===== config.mk =====
export PLATFORM = sky130hd
export DESIGN_NAME = dmem_req_issuer
export DESIGN_NICKNAME = d
export VERILOG_FILES = /design/src/rtl/dmem_req_issuer_pkg.sv /design/src/rtl/dmem_store_align.sv /design/src/rtl/dmem_req_issuer.sv
export SDC_FILE = /design/constraint.sdc
export NUM_CORES = 1
export LEC_CHECK = 0
export CAP_MARGIN = 30
export CORE_MARGIN = 2
export CORE_UTILIZATION = 45
export DETAILED_ROUTE_END_ITERATION = 12
export GPL_ROUTABILITY_DRIVEN = 0
export PLACE_DENSITY = 0.8
export SYNTH_ARGS = -nofsm -noshare
export SYNTH_HDL_FRONTEND = slang
export SYNTH_HIERARCHICAL = 1
export SYNTH_SLANG_ARGS = --single-unit

===== constraint.sdc =====
create_clock -name clk -period 2.1 [get_ports clk]
set_input_delay 0.42 -clock clk [delete_from_list [all_inputs] [get_ports clk]]
set_output_delay 0.42 -clock clk [all_outputs]
set_load 0.02 [all_outputs]

===== src/rtl/dmem_req_issuer_pkg.sv =====
// Shared definitions for the data-memory request issuer: access-op and bus-size
// encodings, default outstanding depth, and the per-transaction response tag.
package dmem_req_issuer_pkg;

  typedef enum logic [3:0] {
    OP_LB  = 4'h0,
    OP_LBU = 4'h1,
    OP_LH  = 4'h2,
    OP_LHU = 4'h3,
    OP_LW  = 4'h4,
    OP_LWL = 4'h5,
    OP_LWR = 4'h6,
    OP_SB  = 4'h8,
    OP_SH  = 4'h9,
    OP_SW  = 4'hA,
    OP_SWL = 4'hB,
    OP_SWR = 4'hC
  } mem_op_e;

  typedef enum logic [1:0] {
    SZ_BYTE = 2'd0,
    SZ_HALF = 2'd1,
    SZ_WORD = 2'd2
  } mem_size_e;

  localparam int unsigned MAX_OUT_DEF = 2;
  localparam int unsigned CNT_W_DEF   = 2;

  typedef struct packed {
    logic wr;
    logic discard;
  } tag_t;

  // Bus size for a partial-word store covering nbytes contiguous lanes.
  function automatic logic [1:0] size_for_bytes(input logic [2:0] nbytes);
    logic [1:0] sz;
    case (nbytes)
      3'd1:    sz = SZ_BYTE;
      3'd2:    sz = SZ_HALF;
      default: sz = SZ_WORD;
    endcase
    return sz;
  endfunction

endpackage


===== src/rtl/dmem_store_align.sv =====
// Combinational request encoder: op + address + rt -> bus size, byte strobes,
// lane-shifted write data and bus address. Store-side twin of the load merger.
module dmem_store_align
  import dmem_req_issuer_pkg::*;
(
  input  logic [3:0]  op,
  input  logic [31:0] addr,
  input  logic [31:0] rt,
  output logic        wr,
  output logic [1:0]  size,
  output logic [3:0]  strb,
  output logic [31:0] wdata,
  output logic [31:0] bus_addr
);

  logic [1:0] a;
  logic [4:0] shl_amt;
  logic [4:0] shr_amt;

  assign a       = addr[1:0];
  assign shl_amt = {a, 3'b000};
  assign shr_amt = {~a, 3'b000};

  always_comb begin
    wr       = 1'b0;
    size     = SZ_WORD;
    strb     = 4'b0000;
    wdata    = 32'h0;
    bus_addr = addr;
    case (op)
      OP_LB, OP_LBU: size = SZ_BYTE;
      OP_LH, OP_LHU: size = SZ_HALF;
      OP_LW:         size = SZ_WORD;
      // unaligned word loads fetch the whole containing word
      OP_LWL, OP_LWR: bus_addr = {addr[31:2], 2'b00};
      OP_SB: begin
        wr    = 1'b1;
        size  = SZ_BYTE;
        strb  = 4'b0001 << a;
        wdata = {4{rt[7:0]}};
      end
      OP_SH: begin
        wr    = 1'b1;
        size  = SZ_HALF;
        strb  = a[1] ? 4'b1100 : 4'b0011;
        wdata = {2{rt[15:0]}};
      end
      OP_SW: begin
        wr    = 1'b1;
        strb  = 4'b1111;
        wdata = rt;
      end
      OP_SWL: begin
        wr    = 1'b1;
        strb  = 4'b1111 >> (~a);
        size  = size_for_bytes({1'b0, a} + 3'd1);
        wdata = rt >> shr_amt;
      end
      OP_SWR: begin
        wr    = 1'b1;
        strb  = 4'b1111 << a;
        size  = size_for_bytes(3'd4 - {1'b0, a});
        wdata = rt << shl_amt;
      end
      default: ;
    endcase
  end

endmodule


===== src/rtl/dmem_req_issuer.sv =====
// Data-memory request issuer: accepts one access per handshake, drives the
// SRAM-like bus, and returns in-order responses, dropping flushed ones.
//   state  | meaning
//   S_IDLE | no request on the bus; may accept if an outstanding slot is free
//   S_REQ  | request registered and held on the bus until addr_ok
module dmem_req_issuer
  import dmem_req_issuer_pkg::*;
#(
  parameter int unsigned MAX_OUT = MAX_OUT_DEF,
  parameter int unsigned CNT_W   = CNT_W_DEF
) (
  input  logic        clk,
  input  logic        rst,
  input  logic        in_valid,
  output logic        in_ready,
  input  logic [3:0]  in_op,
  input  logic [31:0] in_addr,
  input  logic [31:0] in_wdata,
  input  logic        in_cancel,
  output logic        data_req,
  output logic        data_wr,
  output logic [1:0]  data_size,
  output logic [31:0] data_addr,
  output logic [3:0]  data_wstrb,
  output logic [31:0] data_wdata,
  input  logic        data_addr_ok,
  input  logic        data_data_ok,
  input  logic [31:0] data_rdata,
  output logic        rsp_valid,
  output logic        rsp_wr,
  output logic [31:0] rsp_rdata
);

  typedef enum logic {
    S_IDLE = 1'b0,
    S_REQ  = 1'b1
  } state_e;

  state_e      state_q, state_d;
  logic        wr_q, wr_d;
  logic [1:0]  size_q, size_d;
  logic [31:0] addr_q, addr_d;
  logic [3:0]  strb_q, strb_d;
  logic [31:0] wdata_q, wdata_d;
  logic        discard_q, discard_d;

  logic [CNT_W-1:0] out_q, out_d;
  tag_t             tag_q [MAX_OUT];
  tag_t             tag_d [MAX_OUT];

  logic        rsp_valid_q, rsp_valid_d;
  logic        rsp_wr_q, rsp_wr_d;
  logic [31:0] rsp_rdata_q, rsp_rdata_d;

  logic        al_wr;
  logic [1:0]  al_size;
  logic [3:0]  al_strb;
  logic [31:0] al_wdata;
  logic [31:0] al_addr;

  logic             accept;
  logic             addr_hs;
  logic             pop;
  logic             head_discard;
  logic [CNT_W-1:0] push_idx;

  dmem_store_align u_align (
    .op       (in_op),
    .addr     (in_addr),
    .rt       (in_wdata),
    .wr       (al_wr),
    .size     (al_size),
    .strb     (al_strb),
    .wdata    (al_wdata),
    .bus_addr (al_addr)
  );

  assign in_ready     = (state_q == S_IDLE) && (out_q < CNT_W'(MAX_OUT));
  assign accept       = in_valid && in_ready && !in_cancel;
  assign addr_hs      = (state_q == S_REQ) && data_addr_ok;
  // a data_ok with nothing outstanding is a protocol error and is ignored
  assign pop          = data_data_ok && (out_q != '0);
  assign head_discard = tag_q[0].discard || in_cancel;
  assign push_idx     = out_q - CNT_W'(pop);

  always_comb begin
    state_d   = state_q;
    wr_d      = wr_q;
    size_d    = size_q;
    addr_d    = addr_q;
    strb_d    = strb_q;
    wdata_d   = wdata_q;
    discard_d = discard_q;
    case (state_q)
      S_IDLE: begin
        if (accept) begin
          state_d   = S_REQ;
          wr_d      = al_wr;
          size_d    = al_size;
          addr_d    = al_addr;
          strb_d    = al_strb;
          wdata_d   = al_wdata;
          discard_d = 1'b0;
        end
      end
      S_REQ: begin
        // the bus must still see the request through; only its response is dropped
        if (in_cancel) discard_d = 1'b1;
        if (data_addr_ok) state_d = S_IDLE;
      end
      default: state_d = S_IDLE;
    endcase
  end

  always_comb begin
    out_d = out_q + CNT_W'(addr_hs) - CNT_W'(pop);
    for (int i = 0; i < int'(MAX_OUT); i++) tag_d[i] = tag_q[i];
    if (pop) begin
      for (int i = 0; i < int'(MAX_OUT) - 1; i++) tag_d[i] = tag_q[i + 1];
      tag_d[MAX_OUT-1] = '0;
    end
    if (in_cancel) begin
      for (int i = 0; i < int'(MAX_OUT); i++) tag_d[i].discard = 1'b1;
    end
    if (addr_hs) begin
      for (int i = 0; i < int'(MAX_OUT); i++) begin
        if (CNT_W'(i) == push_idx) begin
          tag_d[i].wr      = wr_q;
          tag_d[i].discard = discard_q || in_cancel;
        end
      end
    end
  end

  always_comb begin
    rsp_valid_d = 1'b0;
    rsp_wr_d    = rsp_wr_q;
    rsp_rdata_d = rsp_rdata_q;
    if (pop && !head_discard) begin
      rsp_valid_d = 1'b1;
      rsp_wr_d    = tag_q[0].wr;
      rsp_rdata_d = data_rdata;
    end
  end

  always_ff @(posedge clk) begin
    if (rst) begin
      state_q     <= S_IDLE;
      wr_q        <= 1'b0;
      size_q      <= 2'd0;
      addr_q      <= 32'h0;
      strb_q      <= 4'h0;
      wdata_q     <= 32'h0;
      discard_q   <= 1'b0;
      out_q       <= '0;
      rsp_valid_q <= 1'b0;
      rsp_wr_q    <= 1'b0;
      rsp_rdata_q <= 32'h0;
      for (int i = 0; i < int'(MAX_OUT); i++) tag_q[i] <= '0;
    end else begin
      state_q     <= state_d;
      wr_q        <= wr_d;
      size_q      <= size_d;
      addr_q      <= addr_d;
      strb_q      <= strb_d;
      wdata_q     <= wdata_d;
      discard_q   <= discard_d;
      out_q       <= out_d;
      rsp_valid_q <= rsp_valid_d;
      rsp_wr_q    <= rsp_wr_d;
      rsp_rdata_q <= rsp_rdata_d;
      for (int i = 0; i < int'(MAX_OUT); i++) tag_q[i] <= tag_d[i];
    end
  end

  assign data_req   = (state_q == S_REQ);
  assign data_wr    = wr_q;
  assign data_size  = size_q;
  assign data_addr  = addr_q;
  assign data_wstrb = strb_q;
  assign data_wdata = wdata_q;
  assign rsp_valid  = rsp_valid_q;
  assign rsp_wr     = rsp_wr_q;
  assign rsp_rdata  = rsp_rdata_q;

endmodule

==> qor.yml, run 1 <==
clocking:
  cts-root-buf: "clkbuf_16"
  cts_resized: 0
  cts_sinks: 113
  clk_pin_slew_ns: 0.05
  clockBufferDepth: 2
  cts_buffers: 17
  cts_tree: "done"
  h-tree-depth: 4
  cts_setup_buffers: 0
  postCtsHoldBufs: 0
  insertion_delay_ns: 0.41
cells_and_area:
  final_layout_size_suffix_gt1_share_pct: 11.9
  final_net_count: 1079
  layout_common_cells: "211 x clkdlybuf4s50_1, 161 x nand2_1, 129 x a21oi_1"
  fillCellCount: 1034
  multi_input_area_um2: 3060
  areaGrowthSynthToFinish_pct: 50.4
  layout_commonest_cell: "clkdlybuf4s50_1"
  diodes: 0
  register_area_um2: 2260
route:
  dr.pass1.iters: 5
  viasPerCell: 5.45
  wl_um: 18800
  ant_nets: 0
  routedWlPerCell_um: 16.2
  drcViolationCount: 0
  dr_total_vias: 6300
  drt_iter0_markers: 482
die:
  io_pins: 213
  fp.coreArea_um2: 12800
  die_y_um: 119
  start_util_pct: 46.5
  die_area_um2: 14100
  placementRows: 41
  die_w_um: 119
min_path:
  min_from: "data_wdata[0]$_SDFFE_PP0P_"
  hold_path_end: "data_wdata[0]$_SDFFE_PP0P_"
  hold_class: "reg -> reg"
  holdPathStages: 2
power_and_ir_drop:
  p_int_mw: 5.01
  ir_drop_v: 0.000519
  power_frac_clock_pct: 39.9
  p_leak_nw: 3.29
  pwr-share-seq_pct: 34.1
  combPwrFrac_pct: 26.0
  power.density_nw_per_um2: 794
  netSwitchingPower_mw: 2.09
  p_sw_share_pct: 29.4
  power_mw: 7.10
sta:
  hold_viol_final: 0
  worst_pin_slew_ns: 0.584
  skew_ns: 0.00642
  holdWs_ns: 0.450
  report.final.slew_viol_count: 0
  min_period_ns: 2.01
  setup_viol: 0
  relSlewSlack_pct: 61.1
  timing.fmax_mhz: 497
  min_period_over_period_pct: 95.8
  rsz0062_at_grt: "false"
yosys:
  synth_edf_count: 0
  synth_area_leader_cell: "dfxtp_1"
  yosys.area_share.simple_pct: 18.8
  postSynth.asyncResetShare_pct: 0
  synth_area_leaders: "dfxtp_1 38%, a21oi_1 11%, nand2_1 10%"
  avgSynthCellArea_um2: 7.78
  synthMuxAreaShare_pct: 7.26
  synth_cell_types: 51
  ys_warn_count: 6
  synth_cells: 764
  synthFlopType: "dfxtp_1"
  synth_compound_area_share_pct: 24.5
  yosys.area.top_type_share_pct: 38.1
  synth_top_family_by_area: "compound AO/OA/AOI/OAI gates"
  synth_xor_area_share_pct: 0.442
  synth_fa_ha_area_share_pct: 0.210
  ys_seq_elements: 113
  synth-seq-area-share_pct: 38.1
  syn_nets: 871
  syn_area_um2: 5940
outcome:
  status: "finished clean"
worst_setup_path:
  worstPathCellList: "clkdlybuf4s50_1"
  max_stage_delay_ns: 0.70
  path_buf_inv: 1
  worstSetupStartpointType: "flop"
  rrSetupSlack_ns: 0.34
  crit_slowest_cell: "clkdlybuf4s50_1"
  critical_path_arrival_ns: 1.59
  reg2reg_depth: 4
  regToRegEndpoint: "data_wdata[22]$_SDFFE_PP0P_"
  worst_setup_path_end_kind: "output port"
  crit_family: "buffers and inverters"
  path_max_fanout: 9
  r2r_start: "data_req$_SDFF_PP0_"
  path_class: "reg -> out"
  critPathRequiredTime_ns: 1.68
flow_run:
  maxCapViolCount: 0
grt:
  grt_use_total_pct: 25.8
  grt_overflow: 0
  grt_first_pass_wirelength_um: 29700
  grt_start_max_net_pins: 64
  grt_pass1_vias: 5959
  antenna_found_initial: 0
place:
  portBuffers: 212
  hpwl_um: 13300
==> stage by stage <==
step                worst slack [ns]  util [%]  TNS [ns]  cells  cell area [um2]
floorplan                      0.362         -         0    764             5940
global placement              -0.117      65.3     -1.97   1125             8350
detailed placement            -0.156      65.3     -2.91   1125             8350
CTS                           0.0601      70.0         0   1157             8940
global route                  0.0139      70.0         0   1157             8940
finish                        0.0887      70.0         0   1157             8940
==> power groups by stage <==
stage	Clock [mW]	Combinational, mW	Sequential (mW)
finish	2.83	1.85	2.42
global route	2.99	1.99	2.44
CTS	2.87	1.84	2.42
detailed placement	0	1.83	2.46
global placement	0	1.82	2.45
floorplan	0	0.937	2.59
==> sequential cells by signal (all words and copies together), names as in the netlist, 2 cells and up <==
register / flops
data_wdata: 32
data_addr: 32
out_q: 2
data_size: 2
data_wstrb: 4
rsp_rdata: 32
tag_q: 4
==> cell families (layout without fill, tap and decap cells) <==
| kind of cell | Yosys count | after routing |
|---|---|---|
| adders and majority gates | 1 | 1 |
| and+or+nand+nor | 256 | 256 |
| xor gates and xnor gates | 3 | 3 |
| AOI/OAI and AO/OA | 241 | 241 |
| muxes | 43 | 43 |
| DFF | 113 | 113 |
| buffers and inverters | 107 | 328 |
==> worst max path at each step <==
stage,startpoint,endpoint,depth (start not counted)
after global routing,data_req$_SDFF_PP0_,data_req,1
after floorplan,in_addr[1],data_wdata[10]$_SDFFE_PP0P_,7
after global placement,in_op[1],data_wdata[13]$_SDFFE_PP0P_,8
after CTS,data_req$_SDFF_PP0_,data_req,1
final,data_req$_SDFF_PP0_,data_req,1
after detailed placement,in_op[1],data_wdata[13]$_SDFFE_PP0P_,8
==> cell usage after synthesis, drive strengths merged (9+ instances only) <==
cell type  count
o221ai         9
a21oi        130
a22oi          9
o21ai         44
mux2i         42
o2bb2ai       11
nand2        161
nor2b         13
clkbuf        33
nand3         37
a22o           9
nor2          18
dfxtp        113
buf           67
==> final cells by class <==
type	count	area share, %
clock inverters	8	1.15
inverters	7	0.294
repair buffers	289	31.2
well taps	172	2.41
multi-input cells	544	34.2
flip-flops and latches	113	25.3
clock buffers	24	5.50
==> layer usage <==
layer	track usage (%)	vias to the layer above	share of wire [%]	wire [um]
li1	-	3058	-	-
met1	32.5	2928	43	8070
met2	41.0	261	46	8720
met3	6.56	53	7.3	1380
met4	12.6	0	3.3	625
met5	0	-	0	0
(Power assumes the default switching activity.)
==> run 2, diff against run 1 <==
--- a/config.mk
+++ b/config.mk
@@ -11,6 +11,7 @@
 export DETAILED_ROUTE_END_ITERATION = 12
 export GPL_ROUTABILITY_DRIVEN = 0
 export PLACE_DENSITY = 0.8
+export SLEW_MARGIN = 10
 export SYNTH_ARGS = -nofsm -noshare
 export SYNTH_HDL_FRONTEND = slang
 export SYNTH_HIERARCHICAL = 1
==> results of run 2 <==
Same layout as run 1: the final DEF is identical, and so are final timing and power.
==> run 3, diff against run 2 <==
--- a/config.mk
+++ b/config.mk
@@ -10,8 +10,8 @@
 export CORE_UTILIZATION = 45
 export DETAILED_ROUTE_END_ITERATION = 12
 export GPL_ROUTABILITY_DRIVEN = 0
-export PLACE_DENSITY = 0.8
-export SLEW_MARGIN = 10
+export PLACE_DENSITY = 0.83
+export SLEW_MARGIN = 20
 export SYNTH_ARGS = -nofsm -noshare
 export SYNTH_HDL_FRONTEND = slang
 export SYNTH_HIERARCHICAL = 1
==> qor.yml, run 3 (synthesis gave the netlist of run 1 again) <==
sta:
  min_period_ns: 2.00
  report.final.slew_viol_count: 0
  timing.fmax_mhz: 501
  worst_pin_slew_ns: 0.580
  setup_viol: 0
  hold_viol_final: 0
  min_period_over_period_pct: 95.1
  skew_ns: 0.00700
  holdWs_ns: 0.428
  relSlewSlack_pct: 61.3
  rsz0062_at_grt: "false"
grt:
  grt_start_max_net_pins: 41
  grt_overflow: 0
  antenna_found_initial: 0
  grt_use_total_pct: 26.6
  grt_first_pass_wirelength_um: 30300
  grt_pass1_vias: 6073
route:
  drcViolationCount: 0
  drt_iter0_markers: 621
  dr_total_vias: 6372
  wl_um: 19100
  ant_nets: 0
  dr.pass1.iters: 6
  viasPerCell: 5.51
  routedWlPerCell_um: 16.5
clocking:
  postCtsHoldBufs: 0
  cts_buffers: 17
  clockBufferDepth: 2
  clk_pin_slew_ns: 0.06
  cts_setup_buffers: 0
  insertion_delay_ns: 0.41
  h-tree-depth: 4
  cts_resized: 0
  cts_sinks: 113
  cts-root-buf: "clkbuf_16"
  cts_tree: "done"
worst_setup_path:
  worstPathCellList: "nor2_1, clkdlybuf4s50_1"
  critPathRequiredTime_ns: 1.68
  crit_slowest_cell: "clkdlybuf4s50_1"
  reg2reg_depth: 4
  max_stage_delay_ns: 0.63
  critical_path_arrival_ns: 1.58
  path_class: "reg -> out"
  startpoint: "out_q[1]$_SDFF_PP0_"
  path_buf_inv: 1
  rrSetupSlack_ns: 0.41
  worstSetupStartpointType: "flop"
  r2r_start: "out_q[1]$_SDFF_PP0_"
  crit_family: "buffers and inverters"
  path_max_fanout: 10
  path_depth: 2
  worst_setup_path_end_kind: "output port"
place:
  placed_cells: 1124
  portBuffers: 212
  hpwl_um: 13400
power_and_ir_drop:
  ir_drop_v: 0.000549
  p_leak_nw: 3.28
  power.density_nw_per_um2: 786
cells_and_area:
  final_net_count: 1078
  layout_common_cells: "211 x clkdlybuf4s50_1, 161 x nand2_1, 129 x a21oi_1"
  final_cell_count_no_fill: 1156
  fillCellCount: 1041
  final_layout_size_suffix_gt1_share_pct: 12.0
  areaGrowthSynthToFinish_pct: 50.8
  diodes: 0
  layout_commonest_cell: "clkdlybuf4s50_1"
die:
  placementRows: 41
  die_y_um: 119
  io_pins: 213
  fp.coreArea_um2: 12800
  die_w_um: 119
  die_area_um2: 14100
  start_util_pct: 46.5
outcome:
  status: "finished clean"
min_path:
  hold_class: "in -> reg"
  min_from: "rst"
  holdPathStages: 2
flow_run:
  maxCapViolCount: 0
-- run 3: worst paths after layout --
| check | to |
|---|---|
| worst max-delay path | in_ready |
| worst min-delay path | data_req$_SDFF_PP0_ |
| worst max register to register | data_wdata[11]$_SDFFE_PP0P_ |
| worst min register to register | data_addr[31]$_SDFFE_PP0P_ |
-- run 3: stage by stage --
| stage | setup TNS, ns | util (%) | setup WS (ns) | power [mW] | instance area (um2) |
|---|---|---|---|---|---|
| floorplan | 0 | - | 0.362 | 3.52 | 5940 |
| global placement | -1.19 | 65.8 | -0.132 | 4.34 | 8400 |
| detailed placement | -2.69 | 65.8 | -0.149 | 4.36 | 8400 |
| CTS | 0 | 70.2 | 0.0706 | 7.09 | 8960 |
| global route | 0 | 70.2 | 0.0201 | 7.36 | 8960 |
| finish | 0 | 70.2 | 0.102 | 7.04 | 8960 |
-- run 3: cell type report --
class	instances	area, um2	area share [%]
repair buffers	288	2840	31.7
multi-input cells	544	3060	34.1
flip-flops and latches	113	2260	25.2
inverters	7	26.3	0.293
clock buffers	18	429	4.79
well taps	172	215	2.40
clock inverters	14	133	1.48
-- run 3: per-layer routing --
layer | wire length (um) | part of all wire [%] | global-route usage [%] | vias up
li1 | - | - | - | 3055
met1 | 8060 | 42 | 33.5 | 2946
met2 | 9000 | 47 | 42.0 | 324
met3 | 1550 | 8.1 | 7.33 | 47
met4 | 462 | 2.4 | 12.7 | 0
met5 | 0 | 0 | 0 | -
-- run 3: power by group --
group | internal, mW | leakage [nW] | total [mW] | switching (mW)
Sequential | 2.30 | 0.916 | 2.42 | 0.117
Clock | 1.64 | 0.256 | 2.71 | 1.08
Combinational | 0.879 | 2.11 | 1.91 | 1.03
Total | 4.82 | 3.28 | 7.04 | 2.22
